File: config.mk
export PLATFORM = sky130hd
export DESIGN_NAME = sdi_gt_bringup_seq_flat
export DESIGN_NICKNAME = d
export VERILOG_FILES = /design/src/rtl/sdi_gt_bringup_seq_if.sv /design/src/rtl/sdi_gt_bringup_seq.sv /design/src/flat_wrapper.sv
export SDC_FILE = /design/constraint.sdc
export NUM_CORES = 1
export LEC_CHECK = 0
export ABC_AREA = 1
export BUFFER_PORTS_ARGS = -buffer_cell sky130_fd_sc_hd__clkbuf_2
export CELL_PAD_IN_SITES_DETAIL_PLACEMENT = 1
export CELL_PAD_IN_SITES_GLOBAL_PLACEMENT = 1
export CORE_ASPECT_RATIO = 1.1
export CORE_MARGIN = 2
export CORE_UTILIZATION = 40
export CTS_CLUSTER_DIAMETER = 200
export DETAILED_ROUTE_END_ITERATION = 8
export GPL_ROUTABILITY_DRIVEN = 1
export PLACE_DENSITY_LB_ADDON = 0.08
export SYNTH_ARGS = -nofsm -noshare
export SYNTH_HDL_FRONTEND = slang
export SYNTH_SLANG_ARGS = --single-unit
File: constraint.sdc
create_clock -name clk_400_000 -period 2.2 [get_ports clk_400_000]
set_input_delay 0.11 -clock clk_400_000 [delete_from_list [all_inputs] [get_ports clk_400_000]]
set_output_delay 0.11 -clock clk_400_000 [all_outputs]
set_load 0.1 [all_outputs]
File: src/rtl/sdi_gt_bringup_seq_if.sv
// ============================================================================
// Module   : sdi_gt_bringup_seq_if
// Brief    : Control/status bundle between the SDI GT bring-up sequencer and
//            the GT / SDI TX core / LED logic.
// Revision : 1.0 - initial release
// ============================================================================
`default_nettype none

interface sdi_gt_bringup_seq_if;
  logic       i_locked;
  logic       i_qpll_lock;
  logic       i_tx_reset_done;
  logic       i_restart_req;
  logic       o_qpll_reset;
  logic       o_gttx_reset;
  logic       o_tx_userrdy;
  logic       o_sdi_tx_rst;
  logic       o_ready;
  logic       o_fail;
  logic [2:0] o_state;
  logic [3:0] o_retry_cnt;

  // Sequencer side
  modport master (
    input  i_locked, i_qpll_lock, i_tx_reset_done, i_restart_req,
    output o_qpll_reset, o_gttx_reset, o_tx_userrdy, o_sdi_tx_rst,
    output o_ready, o_fail, o_state, o_retry_cnt
  );

  // GT / environment side
  modport slave (
    output i_locked, i_qpll_lock, i_tx_reset_done, i_restart_req,
    input  o_qpll_reset, o_gttx_reset, o_tx_userrdy, o_sdi_tx_rst,
    input  o_ready, o_fail, o_state, o_retry_cnt
  );
endinterface

`default_nettype wire

File: src/rtl/sdi_gt_bringup_seq.sv
// ============================================================================
// Module   : sdi_gt_bringup_seq
// Brief    : SDI TX bring-up sequencer: MMCM lock -> QPLL -> GT TX -> SDI core,
//            with timeout retries. Option macro: SDI_SEQ_LOL_RECOVER_EN.
// Revision : 1.0 - initial release
// ============================================================================
`default_nettype none

module sdi_gt_bringup_seq #(
  parameter int QPLL_RST_CYCLES = 400,
  parameter int TX_RST_CYCLES   = 400,
  parameter int SDI_RST_CYCLES  = 1024,
  parameter int LOCK_TIMEOUT    = 400000,
  parameter int MAX_RETRIES     = 3
) (
  input  logic                  clk_400_000,
  input  logic                  RESET,
  sdi_gt_bringup_seq_if.master  bus
);

  localparam int MAX_A   = (QPLL_RST_CYCLES > TX_RST_CYCLES) ? QPLL_RST_CYCLES : TX_RST_CYCLES;
  localparam int MAX_B   = (SDI_RST_CYCLES > LOCK_TIMEOUT) ? SDI_RST_CYCLES : LOCK_TIMEOUT;
  localparam int MAX_CYC = (MAX_A > MAX_B) ? MAX_A : MAX_B;
  localparam int TMR_W   = $clog2(MAX_CYC + 1);

  localparam logic [TMR_W-1:0] c_LD_QPLL = TMR_W'(QPLL_RST_CYCLES - 1);
  localparam logic [TMR_W-1:0] c_LD_TX   = TMR_W'(TX_RST_CYCLES - 1);
  localparam logic [TMR_W-1:0] c_LD_SDI  = TMR_W'(SDI_RST_CYCLES - 1);
  localparam logic [TMR_W-1:0] c_LD_LOCK = TMR_W'(LOCK_TIMEOUT - 1);
  localparam logic [3:0]       c_MAX_RTY = 4'(MAX_RETRIES);

  localparam logic [2:0] c_IDLE      = 3'd0;
  localparam logic [2:0] c_QPLL_RST  = 3'd1;
  localparam logic [2:0] c_QPLL_WAIT = 3'd2;
  localparam logic [2:0] c_TX_RST    = 3'd3;
  localparam logic [2:0] c_TX_WAIT   = 3'd4;
  localparam logic [2:0] c_SDI_RST   = 3'd5;
  localparam logic [2:0] c_RUN       = 3'd6;
  localparam logic [2:0] c_FAIL      = 3'd7;

  logic [1:0]       r_qpll_sync;
  logic [1:0]       r_txdone_sync;
  logic [2:0]       r_state;
  logic [3:0]       r_retry;
  logic [TMR_W-1:0] r_timer;
  logic             r_qpll_reset;
  logic             r_gttx_reset;
  logic             r_tx_userrdy;
  logic             r_sdi_tx_rst;
  logic             r_ready;
  logic             r_fail;

  logic             w_qpll_lock;
  logic             w_tx_done;
  logic             w_tmr_zero;
  logic [2:0]       w_to_state;
  logic [3:0]       w_to_retry;
  logic [3:0]       w_retry_inc;
  logic [2:0]       w_nxt;
  logic [3:0]       w_retry_nxt;
  logic             w_reload;
  logic [TMR_W-1:0] w_timer_nxt;
  logic             w_dec_qpll;
  logic             w_dec_gttx;
  logic             w_dec_usr;
  logic             w_dec_sdi;

  assign w_qpll_lock = r_qpll_sync[1];
  assign w_tx_done   = r_txdone_sync[1];
  assign w_tmr_zero  = (r_timer == '0);
  assign w_retry_inc = (r_retry == c_MAX_RTY) ? r_retry : r_retry + 4'd1;

  // Shared outcome of a lock/resetdone wait that ran out of time
  assign w_to_state  = (r_retry == c_MAX_RTY) ? c_FAIL : c_QPLL_RST;
  assign w_to_retry  = (r_retry == c_MAX_RTY) ? r_retry : r_retry + 4'd1;

  always_comb begin
    w_nxt       = r_state;
    w_retry_nxt = r_retry;
    w_reload    = 1'b0;
    if (!bus.i_locked && (r_state != c_IDLE) && (r_state != c_FAIL)) begin
      w_nxt = c_IDLE;
    end else if (bus.i_restart_req) begin
      w_retry_nxt = 4'd0;
      if (bus.i_locked) begin
        w_nxt    = c_QPLL_RST;
        w_reload = 1'b1;
      end else begin
        w_nxt = c_IDLE;
      end
    end else begin
      case (r_state)
        c_IDLE:      if (bus.i_locked) w_nxt = c_QPLL_RST;
        c_QPLL_RST:  if (w_tmr_zero) w_nxt = c_QPLL_WAIT;
        c_QPLL_WAIT: begin
          if (w_qpll_lock) begin
            w_nxt = c_TX_RST;
          end else if (w_tmr_zero) begin
            w_nxt       = w_to_state;
            w_retry_nxt = w_to_retry;
          end
        end
        c_TX_RST:    if (w_tmr_zero) w_nxt = c_TX_WAIT;
        c_TX_WAIT: begin
          if (!w_qpll_lock) begin
            w_nxt       = c_QPLL_RST;
            w_retry_nxt = w_retry_inc;
          end else if (w_tx_done) begin
            w_nxt = c_SDI_RST;
          end else if (w_tmr_zero) begin
            w_nxt       = w_to_state;
            w_retry_nxt = w_to_retry;
          end
        end
        c_SDI_RST:   if (w_tmr_zero) w_nxt = c_RUN;
        c_RUN: begin
          if (!w_qpll_lock || !w_tx_done) begin
`ifdef SDI_SEQ_LOL_RECOVER_EN
            w_nxt = c_QPLL_RST;
`else
            w_nxt = c_FAIL;
`endif
          end
        end
        c_FAIL:      w_nxt = c_FAIL;
        default:     w_nxt = c_IDLE;
      endcase
      if ((w_nxt == c_RUN) && (r_state != c_RUN)) w_retry_nxt = 4'd0;
    end
  end

  always_comb begin
    w_timer_nxt = r_timer;
    if ((w_nxt != r_state) || w_reload) begin
      case (w_nxt)
        c_QPLL_RST:           w_timer_nxt = c_LD_QPLL;
        c_QPLL_WAIT, c_TX_WAIT: w_timer_nxt = c_LD_LOCK;
        c_TX_RST:             w_timer_nxt = c_LD_TX;
        c_SDI_RST:            w_timer_nxt = c_LD_SDI;
        default:              w_timer_nxt = '0;
      endcase
    end else if (!w_tmr_zero) begin
      w_timer_nxt = r_timer - 1'b1;
    end
  end

  always_comb begin
    w_dec_qpll = 1'b1;
    w_dec_gttx = 1'b1;
    w_dec_usr  = 1'b0;
    w_dec_sdi  = 1'b1;
    case (w_nxt)
      c_QPLL_WAIT: w_dec_qpll = 1'b0;
      c_TX_RST: begin
        w_dec_qpll = 1'b0;
        w_dec_usr  = 1'b1;
      end
      c_TX_WAIT, c_SDI_RST: begin
        w_dec_qpll = 1'b0;
        w_dec_gttx = 1'b0;
        w_dec_usr  = 1'b1;
      end
      c_RUN: begin
        w_dec_qpll = 1'b0;
        w_dec_gttx = 1'b0;
        w_dec_usr  = 1'b1;
        w_dec_sdi  = 1'b0;
      end
      default: ;
    endcase
  end

  always_ff @(posedge clk_400_000 or posedge RESET) begin
    if (RESET) begin
      r_qpll_sync   <= 2'b00;
      r_txdone_sync <= 2'b00;
      r_state       <= c_IDLE;
      r_retry       <= 4'd0;
      r_timer       <= '0;
      r_qpll_reset  <= 1'b1;
      r_gttx_reset  <= 1'b1;
      r_tx_userrdy  <= 1'b0;
      r_sdi_tx_rst  <= 1'b1;
      r_ready       <= 1'b0;
      r_fail        <= 1'b0;
    end else begin
      r_qpll_sync   <= {r_qpll_sync[0], bus.i_qpll_lock};
      r_txdone_sync <= {r_txdone_sync[0], bus.i_tx_reset_done};
      r_state       <= w_nxt;
      r_retry       <= w_retry_nxt;
      r_timer       <= w_timer_nxt;
      r_qpll_reset  <= w_dec_qpll;
      r_gttx_reset  <= w_dec_gttx;
      r_tx_userrdy  <= w_dec_usr;
      r_sdi_tx_rst  <= w_dec_sdi;
      r_ready       <= (w_nxt == c_RUN);
      r_fail        <= (w_nxt == c_FAIL);
    end
  end

  assign bus.o_qpll_reset = r_qpll_reset;
  assign bus.o_gttx_reset = r_gttx_reset;
  assign bus.o_tx_userrdy = r_tx_userrdy;
  assign bus.o_sdi_tx_rst = r_sdi_tx_rst;
  assign bus.o_ready      = r_ready;
  assign bus.o_fail       = r_fail;
  assign bus.o_state      = r_state;
  assign bus.o_retry_cnt  = r_retry;

endmodule

`default_nettype wire

File: src/flat_wrapper.sv
// flat-port wrapper written by rule: the top's interface ports become plain ports
module sdi_gt_bringup_seq_flat 
#(
  parameter int QPLL_RST_CYCLES = 400,
  parameter int TX_RST_CYCLES   = 400,
  parameter int SDI_RST_CYCLES  = 1024,
  parameter int LOCK_TIMEOUT    = 400000,
  parameter int MAX_RETRIES     = 3
)
  (clk_400_000, RESET, bus_i_locked, bus_i_qpll_lock, bus_i_tx_reset_done, bus_i_restart_req, bus_o_qpll_reset, bus_o_gttx_reset, bus_o_tx_userrdy, bus_o_sdi_tx_rst, bus_o_ready, bus_o_fail, bus_o_state, bus_o_retry_cnt);
  sdi_gt_bringup_seq_if bus_i ();
  input  logic clk_400_000;
  input  logic RESET;
  input wire logic [$bits(bus_i.i_locked)-1:0] bus_i_locked;
  input wire logic [$bits(bus_i.i_qpll_lock)-1:0] bus_i_qpll_lock;
  input wire logic [$bits(bus_i.i_tx_reset_done)-1:0] bus_i_tx_reset_done;
  input wire logic [$bits(bus_i.i_restart_req)-1:0] bus_i_restart_req;
  output wire logic [$bits(bus_i.o_qpll_reset)-1:0] bus_o_qpll_reset;
  output wire logic [$bits(bus_i.o_gttx_reset)-1:0] bus_o_gttx_reset;
  output wire logic [$bits(bus_i.o_tx_userrdy)-1:0] bus_o_tx_userrdy;
  output wire logic [$bits(bus_i.o_sdi_tx_rst)-1:0] bus_o_sdi_tx_rst;
  output wire logic [$bits(bus_i.o_ready)-1:0] bus_o_ready;
  output wire logic [$bits(bus_i.o_fail)-1:0] bus_o_fail;
  output wire logic [$bits(bus_i.o_state)-1:0] bus_o_state;
  output wire logic [$bits(bus_i.o_retry_cnt)-1:0] bus_o_retry_cnt;
  assign bus_i.i_locked = bus_i_locked;
  assign bus_i.i_qpll_lock = bus_i_qpll_lock;
  assign bus_i.i_tx_reset_done = bus_i_tx_reset_done;
  assign bus_i.i_restart_req = bus_i_restart_req;
  assign bus_o_qpll_reset = bus_i.o_qpll_reset;
  assign bus_o_gttx_reset = bus_i.o_gttx_reset;
  assign bus_o_tx_userrdy = bus_i.o_tx_userrdy;
  assign bus_o_sdi_tx_rst = bus_i.o_sdi_tx_rst;
  assign bus_o_ready = bus_i.o_ready;
  assign bus_o_fail = bus_i.o_fail;
  assign bus_o_state = bus_i.o_state;
  assign bus_o_retry_cnt = bus_i.o_retry_cnt;
  sdi_gt_bringup_seq #(.QPLL_RST_CYCLES(QPLL_RST_CYCLES), .TX_RST_CYCLES(TX_RST_CYCLES), .SDI_RST_CYCLES(SDI_RST_CYCLES), .LOCK_TIMEOUT(LOCK_TIMEOUT), .MAX_RETRIES(MAX_RETRIES)) u_core (.clk_400_000(clk_400_000), .RESET(RESET), .bus(bus_i));
endmodule
-- Yosys cells after proc, flatten, opt, wreduce, memory -nomap -nowiden
Index checks and enable logic that the tools add are counted.
- register bits: 36
- bits of input ports: 6
- output and inout port bits: 13
- word-level logic and storage cells: 88
- add/subtract/negate cells: 2
- equality and inequality tests: 22
- multiplexer cells: 34
- bitwise gates (word level): 1
- reductions and logical operators: 18
- operator list (kind ; count):
    $pmux W19 S3 ; 1
    $mux W3 ; 14
    $mux W19 ; 2
    $mux W4 ; 7
    $eq A3 B3 Y1 const B ; 9
    $pmux W3 S8 ; 1
    $logic_not A19 Y1 ; 1
    $sub A19 B1 Y19 const B ; 1
    $eq A3 B2 Y1 const B ; 4
    $mux W1 ; 8
    $pmux W4 S2 ; 1
    $eq A3 B1 Y1 const B ; 2
    $ne A3 B3 Y1 const B ; 2
    $ne A5 B5 Y1 const B ; 1
    $reduce_or A5 Y1 ; 1
    $add A4 B1 Y4 const B ; 1
    $eq A4 B2 Y1 const B ; 1
    $ne A4 B4 Y1 const B ; 1
    $reduce_and A4 Y1 ; 1
    $reduce_bool A4 Y1 ; 1
    $reduce_or A2 Y1 ; 2
    $reduce_or A4 Y1 ; 1
    $logic_and A1 B1 Y1 ; 3
    $logic_not A1 Y1 ; 3
    7 further kinds ; 8

-- Depth between registers and ports, before layout
- depth after elaboration: 14
- mapped depth: 20
- depth with buffers taken out: 20

-- Worst setup path before layout
OpenSTA, ideal clock, no wires.
- path kind: reg-to-reg
- from: reg u_core.r_state[2], in the netlist u_core.bus.o_state[2]
- to: reg u_core.r_timer[4]
- data arrival time: 2.497 ns
- data required time: 2.076 ns
- path slack: -0.422 ns
- cell stages (with the launch flop): 16
- buffers on the path: 2
- period minus slack after synthesis: 2.622 ns
- cells stage by stage: dfrtp_1 -> buf_2 -> nand3_1 -> nand2_2 -> inv_2 -> nand2_2 -> nand3_1 -> nand2_1 -> nand2_2 -> nand2_2 -> nand2_2 -> nor2_8 -> nand3b_4 -> inv_2 -> buf_6 -> a21oi_1
- cells in the longest elaborated chain, start to end: 12
- RTL lines (what ; line ; text):
    start: declaration ; sdi_gt_bringup_seq.sv:43 ; logic [2:0] r_state;
    start signal: assignment ; sdi_gt_bringup_seq.sv:177 ; r_state <= c_IDLE;
    start signal: assignment ; sdi_gt_bringup_seq.sv:189 ; r_state <= w_nxt;
    $mux W3 ; sdi_gt_bringup_seq.sv:98, sdi_gt_bringup_seq.sv:110 ;
    $mux W3 ; sdi_gt_bringup_seq.sv:108 ; end else if (w_tx_done) begin
    $mux W3 ; sdi_gt_bringup_seq.sv:105 ; if (!w_qpll_lock) begin
    $pmux W3 S8 ; sdi_gt_bringup_seq.sv:92 ; case (r_state)
    $mux W3 ; sdi_gt_bringup_seq.sv:83 ; end else if (bus.i_restart_req) begin
    $mux W3 ; sdi_gt_bringup_seq.sv:81 ; if (!bus.i_locked && (r_state != c_IDLE) && (r_state != c_FAIL)) begin
    $mux W3 ; sdi_gt_bringup_seq.sv:83 ;
    $mux W3 ; sdi_gt_bringup_seq.sv:81 ;
    $eq A3 B1 Y1, or another cell as far along ; sdi_gt_bringup_seq.sv:135 ; case (w_nxt)
    $reduce_or A2 Y1 (on tied branches) ; -- ;
    $pmux W19 S3 ; sdi_gt_bringup_seq.sv:135 ;
    $mux W19 ; sdi_gt_bringup_seq.sv:134 ; if ((w_nxt != r_state) || w_reload) begin
    end signal: assignment ; sdi_gt_bringup_seq.sv:191 ; r_timer <= w_timer_nxt;
    end: declaration ; sdi_gt_bringup_seq.sv:45 ; logic [TMR_W-1:0] r_timer;
Several ways; a longest one is shown, not always the timed one. The select of a mux whose other input is x is not followed.
A chain may end at the register's enable or synchronous reset.

-- Worst setup path in the final report
- from: reg u_core.r_timer[0]
- to: reg u_core.r_timer[0]
- cells in the longest elaborated chain, start to end: 13
- RTL lines (what ; line ; text):
    $logic_not A19 Y1 ; sdi_gt_bringup_seq.sv:70 ; assign w_tmr_zero = (r_timer == '0);
    $mux W3 ; sdi_gt_bringup_seq.sv:98, sdi_gt_bringup_seq.sv:110 ;
    $mux W3 ; sdi_gt_bringup_seq.sv:108 ;
    $mux W3 ; sdi_gt_bringup_seq.sv:105 ;
    $pmux W3 S8 ; sdi_gt_bringup_seq.sv:92 ;
    $mux W3 ; sdi_gt_bringup_seq.sv:83 ;
    $mux W3 ; sdi_gt_bringup_seq.sv:81 ;
    $mux W3 ; sdi_gt_bringup_seq.sv:83 ;
    $mux W3 ; sdi_gt_bringup_seq.sv:81 ;
    $eq A3 B1 Y1, or another cell as far along ; sdi_gt_bringup_seq.sv:135 ;
    $reduce_or A2 Y1 (on tied branches) ; -- ;
    $pmux W19 S3 ; sdi_gt_bringup_seq.sv:135 ;
    $mux W19 ; sdi_gt_bringup_seq.sv:134 ;
Several ways; a longest one is shown, not always the timed one. The select of a mux whose other input is x is not followed.

==> impl_metrics.yaml <==
clocking:
  clock_latency_ps: 290
  clock_path_buffers: 2
  htreeDepth: 2
  cts_buffers: 5
  clock_sinks: 36
  cts_tree: "done"
  clk_pin_slew_ps: 70
  cts_root_buffer: "clkbuf_8"
floorplanning:
  die_w_um: 75.0
  start_util: 0.414
  core_area_um2: 5360
  dieArea_um2: 6160
  ios: 19
  dieHeight_um: 82.1
  row_count: 28
layout:
  syn_to_final_growth_pct: 51.3
  multiInputGateArea_um2: 1540
  regArea_um2: 921
  n_antenna_cell: 0
  fin_util: 0.627
  fillers: 632
  final_nets: 370
  drive_above_1_share: 0.534
worst_setup_path:
  crit_path_top_delay_cell: "dfrtp_1"
  slowest_delay_ps: 390
  cp_data_required_time_ps: 2380
  critPathKind: "reg2reg"
  crit_chain: "inv_2 > ha_4 > inv_2 > nor2_2 > nand2_2 > nor2_4 > nand4_1 > nand2_1 > nand2_1 > nand2_1 > nand2_2 > nand3_2 > nand2_4 > nor2_8 > nand2_8 > nand2_8 > nand2_2 > nand2_2 > nand2_1"
  rrSetupSlack_ps: -210
  critical_path_arrival_ps: 2590
  crit_path_end_kind: "register"
  startpoint_type: "register"
  crit_fanout: 6
global_routing:
  grt_pass1_wl_mm: 11.2
  overflow: 0
  track_usage: 0.242
  grt_max_degree: 37
  grt_pass1_vias: 2316
  antenna_found_initial: 0
place:
  io_buffers: 18
  hpwl_mm: 4.62
  place.gp.congestion: 0.820
yosys:
  yosysUniqueCellTypes: 35
  synth.most_common_cell: "nand2_1"
  syn_area_um2: 2220
  ys.flop_type: "dfrtp_1"
  synth_area_leaders: "dfrtp_1 (37%), nand2_1 (10%), nand3_1 (7.2%)"
  synth_area_per_cell_um2: 7.98
  synthArstFlopShare: 1.00
  synth_common_cells: "nand2_1 (62), dfrtp_1 (33), nand3_1 (32), inv_1 (22), nor2_1 (21)"
  synth-edff-count: 0
  synth-seq-area-share: 0.408
  synth_warnings: 0
  syn_nets: 286
  yosysTopAreaCellShare: 0.372
  ys_ff_latch: 36
  synth_top_area_cell: "dfrtp_1"
  synthesis.instances: 278
sta:
  setup_viol: 24
  finalCriticalPeriod_ps: 2410
  period_share: 1.09
  setup_slack_ps: -209
  drv_slew: 0
  hold_viol: 0
  grt_setup_unrepaired: "yes"
  tightest_slew_ps: 563
  relSlewSlack: 0.626
  fmax_mhz: 415
  clock_skew_ps: 5.11
drt:
  route.detailed.drc: 0
  routed_via_density: 5.27
  totalWireLength_mm: 8.03
  drtAntennaViolNets: 0
  vias: 2307
  first_pass_iters: 4
  routedWlPerCell_um: 18.3
  initialDrtViolationCount: 154
pwr:
  p_per_area_nw_per_um2: 962
  power.total_mw: 3.23
  p_leak_nw: 1.59
  irDropWorstVdd_v: 0.000784
status:
  violations: "negative setup slack"
  outcome: "finished, violations left"
flow_run:
  drv_cap: 0
min_path:
  holdCritPathClass: "in2reg"
-- worst paths after layout --
kind,from,end,cells after the start
max in group asynchronous,RESET,u_core.bus.o_retry_cnt[1]$_DFFE_PP0P_,4
worst max-delay path,u_core.r_timer[0]$_DFFE_PP0P_,u_core.r_timer[0]$_DFFE_PP0P_,19
worst max register to register,u_core.r_timer[0]$_DFFE_PP0P_,u_core.r_timer[0]$_DFFE_PP0P_,19
worst min-delay path,bus_i_restart_req,u_core.bus.o_retry_cnt[1]$_DFFE_PP0P_,4
worst min register to register,u_core.r_txdone_sync[0]$_DFF_PP0_,u_core.r_txdone_sync[1]$_DFF_PP0_,0
min in group asynchronous,RESET,u_core.r_timer[4]$_DFFE_PP0P_,4
-- metal layers --
layer / routed length [um] / global-route usage / vias up
li1: - / - / 1068
met1: 3080 / 0.297 / 1149
met2: 4390 / 0.445 / 62
met3: 273 / 0.0352 / 28
met4: 284 / 0.0554 / 0
met5: 0 / 0 / -
-- sequential cells by signal, summed over array words and instances, names as in the netlist --
signal and count:
u_core.bus.o_qpll_reset 1, u_core.r_qpll_sync 2, u_core.bus.o_tx_userrdy 1, u_core.r_timer 19, u_core.bus.o_retry_cnt 4, u_core.r_txdone_sync 2, u_core.bus.o_sdi_tx_rst 1, u_core.bus.o_ready 1
u_core.bus.o_state 3, u_core.bus.o_fail 1, u_core.bus.o_gttx_reset 1
-- cells in the final DEF (no fill, tap or decap), types with 7 or more instances in the layout --
master and n:
a21oi_1 9, nand3_1 17, nand2_4 7, dfrtp_1 26, nor2_1 12, inv_2 8
xor2_1 8, nand2_1 42, xnor2_1 9, buf_4 55, nand2_2 25, inv_1 18
nor2_4 11, o21ai_1 7, nor2_2 7, nand3_2 13, clkbuf_2 18
-- cells by family (layout without fill, tap and decap cells) --
kind of cell	count (synthesis)	in the layout	share of synthesized area
and+or+nand+nor	160	160	0.369
DFF	36	36	0.408
buffers and inverters	32	117	0.0631
AOI/OAI and AO/OA	30	30	0.0784
xor gates and xnor gates	18	18	0.0710
adders and majority gates	2	2	0.0113
-- final cells by class --
type,instances,area share
well taps,75,0.0279
flip-flops and latches,36,0.274
multi-input cells,210,0.458
repair buffers,81,0.180
clock buffers,7,0.0227
clock inverters,1,0.00149
inverters,28,0.0358
-- per-stage QoR --
stage,cells,instance area [um2],setup slack (ps),TNS [ps],hold slack (ps)
4_1_cts,433,3070,-10.0,-10.0,288
3_3_place_gp,413,2740,-19.3,-54.0,218
2_1_floorplan,278,2240,5.02,0,141
6_report,438,3360,-209,-3080,314
5_1_grt,438,3360,-374,-7500,372
3_5_place_dp,413,2740,-137,-1190,223
-- where the power goes --
| part | internal [mW] | switching (mW) | total (mW) |
|---|---|---|---|
| clock network | 0.222 | 0.245 | 0.468 |
| logic | 0.785 | 1.08 | 1.86 |
| registers | 0.779 | 0.120 | 0.899 |
-- worst max-delay path: cells and delay by family, from the launching register on --
family / cells / cell delay, ps
adder cells (fa/ha/maj): 1 / 160
flip-flops: 1 / 390
buffers and inverters: 2 / 140
AND/OR/NAND/NOR: 16 / 1580
-- repair_timing --
item | in CTS | in global routing
pin swaps | 20 | 20
buffers inserted | 9 | 5
endpoints found under the setup margin | 23 | 25
endpoints found under the hold margin | 35 | 0
hold buffers | 3 | 0
resized for setup | 38 | 66
No activity file was read; power rests on OpenSTA's default activity.
